**src/rtl/fetch_stage_pq.sv**
```systemverilog
// Instruction-fetch stage with a DEPTH-entry prefetch queue in front of decode.
// Issues one request per cycle to a 1-cycle-latency IMem; redirect flushes and kills the in-flight response.
`timescale 1ns/1ps
module fetch_stage_pq #(
    parameter int unsigned     XLEN     = 32,
    parameter int unsigned     DEPTH    = 4,
    parameter int unsigned     PC_STEP  = 1,
    parameter logic [XLEN-1:0] RESET_PC = '0,
    parameter int unsigned     STALL_W  = 2
) (
    input  logic               clk,
    input  logic               reset,
    input  logic               redirect_valid,
    input  logic [XLEN-1:0]    redirect_pc,
    input  logic               id_ready,
    output logic               imem_req,
    output logic [XLEN-1:0]    imem_addr,
    input  logic [XLEN-1:0]    imem_rdata,
    output logic               if_valid,
    output logic [XLEN-1:0]    if_inst,
    output logic [XLEN-1:0]    if_pc,
    output logic [XLEN-1:0]    if_npc,
    output logic [STALL_W-1:0] stall_count
);

    localparam int unsigned     PTR_W    = $clog2(DEPTH);
    localparam int unsigned     CNT_W    = PTR_W + 1;
    localparam logic [XLEN-1:0] LP_STEP  = XLEN'(PC_STEP);
    localparam logic [CNT_W-1:0] LP_DEPTH = CNT_W'(DEPTH);

    function automatic logic [XLEN-1:0] pc_next(input logic [XLEN-1:0] pc);
        return pc + LP_STEP;
    endfunction

    function automatic logic [STALL_W-1:0] sat_inc(input logic [STALL_W-1:0] v);
        return (v == {STALL_W{1'b1}}) ? v : v + STALL_W'(1);
    endfunction

    logic [XLEN-1:0]    r_fetch_pc;
    logic               r_vld_p1;
    logic [XLEN-1:0]    r_pc_p1;

    logic [XLEN-1:0]    r_q_inst [DEPTH];
    logic [XLEN-1:0]    r_q_pc   [DEPTH];
    logic [XLEN-1:0]    r_q_npc  [DEPTH];
    logic [PTR_W-1:0]   r_rd_ptr;
    logic [PTR_W-1:0]   r_wr_ptr;
    logic [CNT_W-1:0]   r_count;
    logic [STALL_W-1:0] r_stall_count;

    logic               w_valid;
    logic               w_req;
    logic               w_push;
    logic               w_pop;
    logic [CNT_W-1:0]   w_occ;

    // Queue slots plus the outstanding response must fit, so a push never overflows.
    assign w_occ    = r_count + {{(CNT_W-1){1'b0}}, r_vld_p1};
    assign w_valid  = (r_count != '0);
    assign w_req    = !reset && !redirect_valid && (w_occ < LP_DEPTH);
    assign w_push   = r_vld_p1 && !redirect_valid && !reset;
    assign w_pop    = w_valid && id_ready;

    assign imem_req    = w_req;
    assign imem_addr   = r_fetch_pc;
    assign stall_count = r_stall_count;

    // Head is presented straight from storage, zeroed when empty.
    assign if_valid = w_valid;
    assign if_inst  = w_valid ? r_q_inst[r_rd_ptr] : '0;
    assign if_pc    = w_valid ? r_q_pc[r_rd_ptr]   : '0;
    assign if_npc   = w_valid ? r_q_npc[r_rd_ptr]  : '0;

    // Stage p0 -> p1: fetch PC and request tracking
    always_ff @(posedge clk) begin
        if (reset) begin
            r_fetch_pc <= RESET_PC;
            r_vld_p1   <= 1'b0;
        end else begin
            r_vld_p1 <= w_req;
            if (redirect_valid) begin
                r_fetch_pc <= redirect_pc;
            end else if (w_req) begin
                r_fetch_pc <= pc_next(r_fetch_pc);
            end
        end
    end

    always_ff @(posedge clk) begin
        if (w_req) begin
            r_pc_p1 <= r_fetch_pc;
        end
    end

    // Stage p1 -> queue: response capture
    always_ff @(posedge clk) begin
        if (w_push) begin
            r_q_inst[r_wr_ptr] <= imem_rdata;
            r_q_pc[r_wr_ptr]   <= r_pc_p1;
            r_q_npc[r_wr_ptr]  <= pc_next(r_pc_p1);
        end
    end

    always_ff @(posedge clk) begin
        if (reset || redirect_valid) begin
            r_rd_ptr <= '0;
            r_wr_ptr <= '0;
            r_count  <= '0;
        end else begin
            if (w_push) begin
                r_wr_ptr <= r_wr_ptr + PTR_W'(1);
            end
            if (w_pop) begin
                r_rd_ptr <= r_rd_ptr + PTR_W'(1);
            end
            case ({w_push, w_pop})
                2'b10:   r_count <= r_count + CNT_W'(1);
                2'b01:   r_count <= r_count - CNT_W'(1);
                default: r_count <= r_count;
            endcase
        end
    end

    always_ff @(posedge clk) begin
        if (reset) begin
            r_stall_count <= '0;
        end else if (w_valid && !id_ready) begin
            r_stall_count <= sat_inc(r_stall_count);
        end
    end

endmodule

```
**config.mk**
```make
export PLATFORM = sky130hd
export DESIGN_NAME = fetch_stage_pq
export DESIGN_NICKNAME = d
export VERILOG_FILES = /design/src/rtl/fetch_stage_pq.sv
export SDC_FILE = /design/constraint.sdc
export NUM_CORES = 1
export LEC_CHECK = 0
export ABC_AREA = 1
export CORE_AREA = 2 2 211 213
export CTS_BUF_LIST = sky130_fd_sc_hd__clkbuf_8
export DETAILED_ROUTE_END_ITERATION = 10
export DIE_AREA = 0 0 213 215
export DONT_BUFFER_PORTS = 1
export PLACE_DENSITY = 0.71
export RECOVER_POWER = 100
export REMOVE_ABC_BUFFERS = 1
export SYNTH_ARGS = -nofsm -noshare
export SYNTH_HDL_FRONTEND = slang
export SYNTH_SLANG_ARGS = --single-unit
```
**constraint.sdc**
```tcl
create_clock -name clk -period 13.38 [get_ports clk]
set_input_delay 2.676 -clock clk [delete_from_list [all_inputs] [get_ports clk]]
set_output_delay 2.676 -clock clk [all_outputs]
set_load 0.01 [all_outputs]
```
==> run summary, run 1 <==
* **fmax** 0.105 GHz
* **commonest cells in the synthesized netlist** sky130_fd_sc_hd__nor2_1 (462), sky130_fd_sc_hd__edfxtp_1 (416), sky130_fd_sc_hd__o21ai_0 (205), sky130_fd_sc_hd__nand2_1 (200), sky130_fd_sc_hd__a21oi_1 (135)
* **initial antenna violation count** 0
* **overall die width** 213 um
* **iteration-0 DRC count of the detailed router** 1157
* **run status** complete, but fails checks
* **Min-Delay Path Class** register to register
* **number of endpoints with negative hold slack in the final report** 0
* **Worst Path Required** 10.70 ns
* **number of enable flip-flop cells after synthesis** 416
* **number of buffers inserted during clock tree synthesis** 76
* **detailed-route via count** 12.9k
* **delay of the slowest cell on the worst path** 1.96 ns
* **most common cell in the netlist** sky130_fd_sc_hd__nor2_1
* **number of design rule violations left after detail routing** 0
* **ratio of cells with drive above 1 in the final layout** 5.91%
* **via-per-instance ratio** 5.25
* **max-slew violation total from the final report** 666
* **average footprint of a synthesized cell** 10.8 um2
* **sequential group share of total power** 58.0%
* **Sequential cell area** 13400 um2
* **number of placement rows** 77
* **worst slack at placement** 6.61 ns
* **Max transition margin** -179%
* **area growth from synthesis to layout** 9.15%
* **failing checks** max-capacitance violations, max-slew violations
* **cell chain of the critical path** clkinvlp_2 > clkbuf_1 > nor2_1 > o21ai_0 > a21oi_1
* **netlist area before placement** 19400 um2
* **count of mapped cells out of synthesis** 1799
* **worst setup skew after layout** 0.0195 ns
* **clk sink count** 460
* **IR Drop Worst-Case VDD** 0.0000644 V
* **portion of total power attributed to the clock network** 39.7%
* **final critical-path setup slack** 3.88 ns
* **grt ovf** 0
* **Power per Cell Area** 132 nW/um2
* **kind of start point of the critical path** register
* **signal arrival time at the worst endpoint** 6.82 ns
* **post-CTS setup buffer count** 0
* **DP HPWL** 26800 um
* **initial standard-cell utilization of the core** 44.4%
* **library cells used by synthesis** 34
* **standard cell core area** 43600 um2
* **count of input and output buffers** 0
* **Comb power frac** 2.3%
* **total area of multi-input combinational cells** 5270 um2
* **warning count from the yosys run** 0
* **layout net count** 1882
* **via count of the first global-routing pass** 12.5k
* **Synth top area share** 64.4%
* **Die Span Y** 215 um
* **Leak Pwr** 7.20 nW
* **# diodes** 0
* **unrepaired setup endpoints after global routing** no
* **Yosys reg bits** 460
* **residual antenna-violating net count after detailed routing** 0
* **cell chosen for the clock root** sky130_fd_sc_hd__clkbuf_8
* **met2 track demand over resource in global routing** 31.8%
* **CTS tree** built
* **top cell family by delay on the critical path** buffers and inverters
* **total global-route track usage** 19.8%
* **number of buffer and inverter stages on the critical path** 2
* **first-pass GRT wire length** 69300 um
* **area leader, netlist** sky130_fd_sc_hd__edfxtp_1
* **Finish-stage setup viols** 0
* **Internal Dissipation** 2.17 mW
* **worst slew pin tran** 4.19 ns
* **post-CTS resize count** 0
* **clock-pin slew on the worst setup and hold paths** 0.06 ns
* **largest net degree at the start of global routing** 125
* **Avg WL per Cell** 18.8 um
* **Fillers** 3859
* **grt met3 use** 5.55%
* **Fin Setup TNS** 0 ns
* **time the worst path needs with I/O delays and setup** 9.50 ns
* **final critical-path share of the clock period** 71.0%
* **top fanout value on the critical path** 63
* **share of synthesized registers carrying an async set or reset** 0%
* **H-tree lvl count** 3
* **Final GP Congestion** 0.885
* **DR pass1 iterations** 5
* **worst-case clock buffer depth** 3
* **met1 track demand over resource** 25.4%
* **master of the slowest instance on the critical path** sky130_fd_sc_hd__clkinvlp_2
* **switching fraction of total power** 22.1%
* **sequential fraction of the synthesis area** 69.0%
* **hold buffers post-CTS** 0
* **grt peak-use layer** met2
* **WS Path Type** register to primary output
* **element type at the critical path end** primary output
* **count of maximum capacitance violations** 13
* **area of the die** 45800 um2
* **aggregate routed wire length** 46100 um
* **clock network latency to the later pin of the worst-skew pair** 0.63 ns
* **ranking of synthesized cells by area** sky130_fd_sc_hd__edfxtp_1 (64%), sky130_fd_sc_hd__nor2_1 (8.9%), sky130_fd_sc_hd__o21ai_0 (5.3%), sky130_fd_sc_hd__dfxtp_1 (4.5%), sky130_fd_sc_hd__nand2_1 (3.9%)
* **num ports** 200
* **switching power of the nets** 0.614 mW
* **most used flip-flop cell after synthesis** sky130_fd_sc_hd__edfxtp_1
-- flip-flops by register name, summed over array words and instances (netlist names), named ones only --
signal,cells
r_q_inst,128
r_q_npc,128
r_q_pc,128
imem_addr,32
r_pc_p1,32
r_count,3
r_rd_ptr,2
r_wr_ptr,2
stall_count,2
r_vld_p1,1
-- placed cells by master (no fill, tap or decap), drive strengths merged --
master | netlist | routed
xor2 | 21 | 21
xnor2 | 17 | 17
o21bai | 2 | 2
clkbuf | 40 | 90
a22oi | 2 | 2
o21ai | 215 | 215
nand4 | 7 | 7
nand3b | 2 | 2
buf | 47 | 4
nor2 | 468 | 468
nand3 | 63 | 63
inv | 89 | 114
ha | 8 | 8
dfxtp | 44 | 44
mux2i | 1 | 1
and2 | 1 | 1
clkinv | 2 | 27
fa | 1 | 1
clkinvlp | 0 | 4
a21oi | 135 | 135
nand2 | 201 | 201
edfxtp | 416 | 416
nor3 | 17 | 17
bufinv | 0 | 1
-- cells by family after synthesis --
group / share of synthesized area (%)
AND/OR/NAND/NOR: 15.5
flip-flops: 69.0
AO/OA/AOI/OAI: 9.19
buffers and inverters: 3.88
XOR/XNOR: 1.72
adder cells (fa/ha/maj): 0.620
multiplexers: 0.0516
-- metal layers --
layer  up-vias  routed length (um)
met5         -                   0
met4         0                1130
met3        58                3660
met2       464               21800
met1      6154               19400
li1       6202                   -
-- worst reg2reg max path, delay by kind of cell (launching register included) --
kind | cells | cell delay, ns
buf+inv | 2 | 4.86
simple gates | 2 | 0.44
flops | 1 | 0.38
-- power groups by stage --
stage                     Combinational [mW]  Clock [mW]  Sequential [mW]
after floorplan                       0.0465           0             1.63
after global placement                0.0616           0             1.64
after detailed placement              0.0632           0             1.64
after CTS                             0.0635        1.14             1.61
after global routing                  0.0720        1.21             1.62
final                                 0.0632        1.11             1.62
-- worst paths after layout --
path,slack [ns],cells past startpoint,to,startpoint
setup reg to reg,7.17,4,r_q_npc[0][4]$_DFFE_PP_,r_vld_p1$_SDFF_PP0_
hold / removal,0.49,2,r_rd_ptr[1]$_SDFFE_PN0P_,r_rd_ptr[1]$_SDFFE_PN0P_
setup / recovery,3.88,5,if_npc[7],register
hold reg to reg,0.49,2,r_rd_ptr[1]$_SDFFE_PN0P_,r_rd_ptr[1]$_SDFFE_PN0P_
-- final cells by class --
class / instances / share of cell area, %
flip-flops and latches: 460 / 63.2
multi-input cells: 1161 / 24.9
clock buffers: 79 / 5.14
inverters: 91 / 1.64
well taps: 592 / 3.50
repair buffers: 15 / 0.337
clock inverters: 55 / 1.25
-- per-stage QoR --
stage               power, mW  hold WS [ns]  std cells  instance area, um2  utilization [%]
finish                   2.79         0.490       2453               21200             48.5
global route             2.90         0.530       2453               21200             48.5
CTS                      2.82         0.482       2453               21200             48.6
detailed placement       1.71         0.467       2319               19900             45.5
global placement         1.70         0.455       2319               19900             45.5
floorplan                1.68         0.436       1712               19000                -
(Power assumes the default switching activity.)
==> run 2: changes to the inputs <==
Clock period 13.38 ns to 9.5 ns, I/O delays scaled along.
==> run 2 against run 1 <==
The run still ends with max-capacitance violations, max-slew violations left. Critical path depth down 2. Global-route usage up 0.59 points. Critical endpoint is now imem_req. Register-to-register slack worse by 2.0 ns.
==> run summary, run 2 (synthesis results as in run 1) <==
* **count of input and output buffers** 0
* **run status** complete, but fails checks
* **time the worst path needs with I/O delays and setup** 6.67 ns
* **Avg WL per Cell** 19.1 um
* **top library cells by usage in the layout, fill and taps aside** sky130_fd_sc_hd__nor2_1 (459), sky130_fd_sc_hd__edfxtp_1 (416), sky130_fd_sc_hd__o21ai_0 (214)
* **number of placement rows** 77
* **switching fraction of total power** 21.8%
* **first-pass GRT wire length** 71400 um
* **clock network latency to the later pin of the worst-skew pair** 0.63 ns
* **Critical R2R Launch** r_count[1]$_SDFFE_PN0P_
* **Leak Pwr** 7.23 nW
* **Power per Cell Area** 186 nW/um2
* **total chip power** 3.95 mW
* **detailed-route via count** 13.0k
* **cell chosen for the clock root** sky130_fd_sc_hd__clkbuf_8
* **signal arrival time at the worst endpoint** 4.77 ns
* **area growth from synthesis to layout** 9.40%
* **met1 track demand over resource** 25.0%
* **fmax** 0.150 GHz
* **worst-case clock buffer depth** 3
* **residual antenna-violating net count after detailed routing** 0
* **worst setup skew after layout** 0.0292 ns
* **layout net count** 1882
* **initial standard-cell utilization of the core** 44.4%
* **unrepaired setup endpoints after global routing** no
* **R2R Path End** r_pc_p1[17]$_DFFE_PP_
* **sequential group share of total power** 57.6%
* **hold buffers post-CTS** 0
* **portion of total power attributed to the clock network** 40.1%
* **switching power of the nets** 0.859 mW
* **DP HPWL** 27100 um
* **Max transition margin** -73.7%
* **via count of the first global-routing pass** 13.0k
* **final cell utilization of the core** 48.6%
* **# diodes** 0
* **clk sink count** 460
* **num ports** 200
* **reg-to-reg slack, setup** 5.14 ns
* **grt peak-use layer** met2
* **area of the die** 45800 um2
* **Internal Dissipation** 3.09 mW
* **post-CTS setup buffer count** 0
* **Die Span Y** 215 um
* **Final GP Congestion** 0.879
* **IR Drop Worst-Case VDD** 0.000109 V
* **number of endpoints with negative hold slack in the final report** 0
* **met2 track demand over resource in global routing** 34.4%
* **element type at the critical path end** primary output
* **iteration-0 DRC count of the detailed router** 1128
* **max-slew violation total from the final report** 246
* **Min-Delay Path Class** register to register
* **Comb power frac** 2.2%
* **WS Path Type** input port to primary output
* **number of design rule violations left after detail routing** 0
* **post-CTS resize count** 0
* **grt ovf** 0
* **clock-pin slew on the worst setup and hold paths** 0.06 ns
* **DR pass1 iterations** 6
* **worst slew pin tran** 2.61 ns
* **initial antenna violation count** 0
* **via-per-instance ratio** 5.31
* **failing checks** max-capacitance violations, max-slew violations
* **final critical-path share of the clock period** 70.3%
* **Fin Setup TNS** 0 ns
* **ratio of cells with drive above 1 in the final layout** 6.30%
* **path depth of the worst reg2reg path** 3
* **H-tree lvl count** 3
* **Worst Path Required** 7.60 ns
* **CTS tree** built
* **grt met3 use** 5.39%
* **number of buffers inserted during clock tree synthesis** 76
* **biggest regs** r_q_inst: 128 flops, r_q_npc: 128 flops, r_q_pc: 128 flops
* **aggregate routed wire length** 46800 um
* **CP startpoint** reset
* **kind of start point of the critical path** input port
* **top fanout value on the critical path** 61
* **Finish-stage setup viols** 0
* **total global-route track usage** 20.4%
* **standard cell core area** 43600 um2
* **count of maximum capacitance violations** 6
* **overall die width** 213 um
* **leading cell type in the layout, fill and taps excluded** sky130_fd_sc_hd__nor2_1
* **largest net degree at the start of global routing** 121
* **timing endpoint of the critical path** imem_req
[run 2: cell types whose count changed in the layout (fill, tap and decap cells not counted), moves of 2 or more]
cell                       delta
sky130_fd_sc_hd__o21ai_1      -7
sky130_fd_sc_hd__clkbuf_1     -7
sky130_fd_sc_hd__buf_4        +7
sky130_fd_sc_hd__o21ai_0      +7
sky130_fd_sc_hd__clkinv_2     -2
[run 2: metal layers]
layer / share of wire [%] / vias up
met5: 0 / -
met4: 2.4 / 0
met3: 8.2 / 71
met2: 49 / 500
met1: 41 / 6261
li1: - / 6182
[run 2: cell type report]
| class | count | area [um2] |
|---|---|---|
| clock buffers | 80 | 1100 |
| repair buffers | 15 | 97.6 |
| multi-input cells | 1161 | 5270 |
| clock inverters | 51 | 268 |
| well taps | 592 | 741 |
| fillers | 3868 | 22400 |
| flip-flops and latches | 460 | 13400 |
| inverters | 91 | 347 |
[run 2: worst min path at each step]
stage               slack [ns]        to                startpoint  depth (start not counted)
floorplan                 0.44  register  r_rd_ptr[1]$_SDFFE_PN0P_                          2
global placement          0.46  register  r_rd_ptr[1]$_SDFFE_PN0P_                          2
detailed placement        0.47  register  r_rd_ptr[1]$_SDFFE_PN0P_                          2
CTS                       0.48  register  r_rd_ptr[1]$_SDFFE_PN0P_                          2
global route              0.52  register  r_rd_ptr[0]$_SDFFE_PN0P_                          1
finish                    0.48  register  r_rd_ptr[1]$_SDFFE_PN0P_                          2
[run 2: metrics by stage]
step           std cells  hold WS, ns  setup slack (ns)  instance area, um2
5_1_grt             2450        0.522              2.53               21200
3_5_place_dp        2319        0.466              4.29               19900
6_report            2450        0.478              2.83               21200
2_1_floorplan       1712        0.436              1.39               19000
3_3_place_gp        2319        0.455              4.36               19900
4_1_cts             2450        0.479              3.79               21200
[run 2: power groups by stage]
stage	combinational (mW)	clock, mW	sequential, mW
floorplan	0.0655	0	2.30
global placement	0.0857	0	2.31
detailed placement	0.0890	0	2.31
CTS	0.0897	1.63	2.27
global route	0.102	1.72	2.28
finish	0.0886	1.58	2.27
[run 2: worst max-delay path, stage by stage]
cell	delay, ns
sky130_fd_sc_hd__nor2_1	0.09
sky130_fd_sc_hd__nand3_1	0.57
sky130_fd_sc_hd__clkinvlp_2	2.19
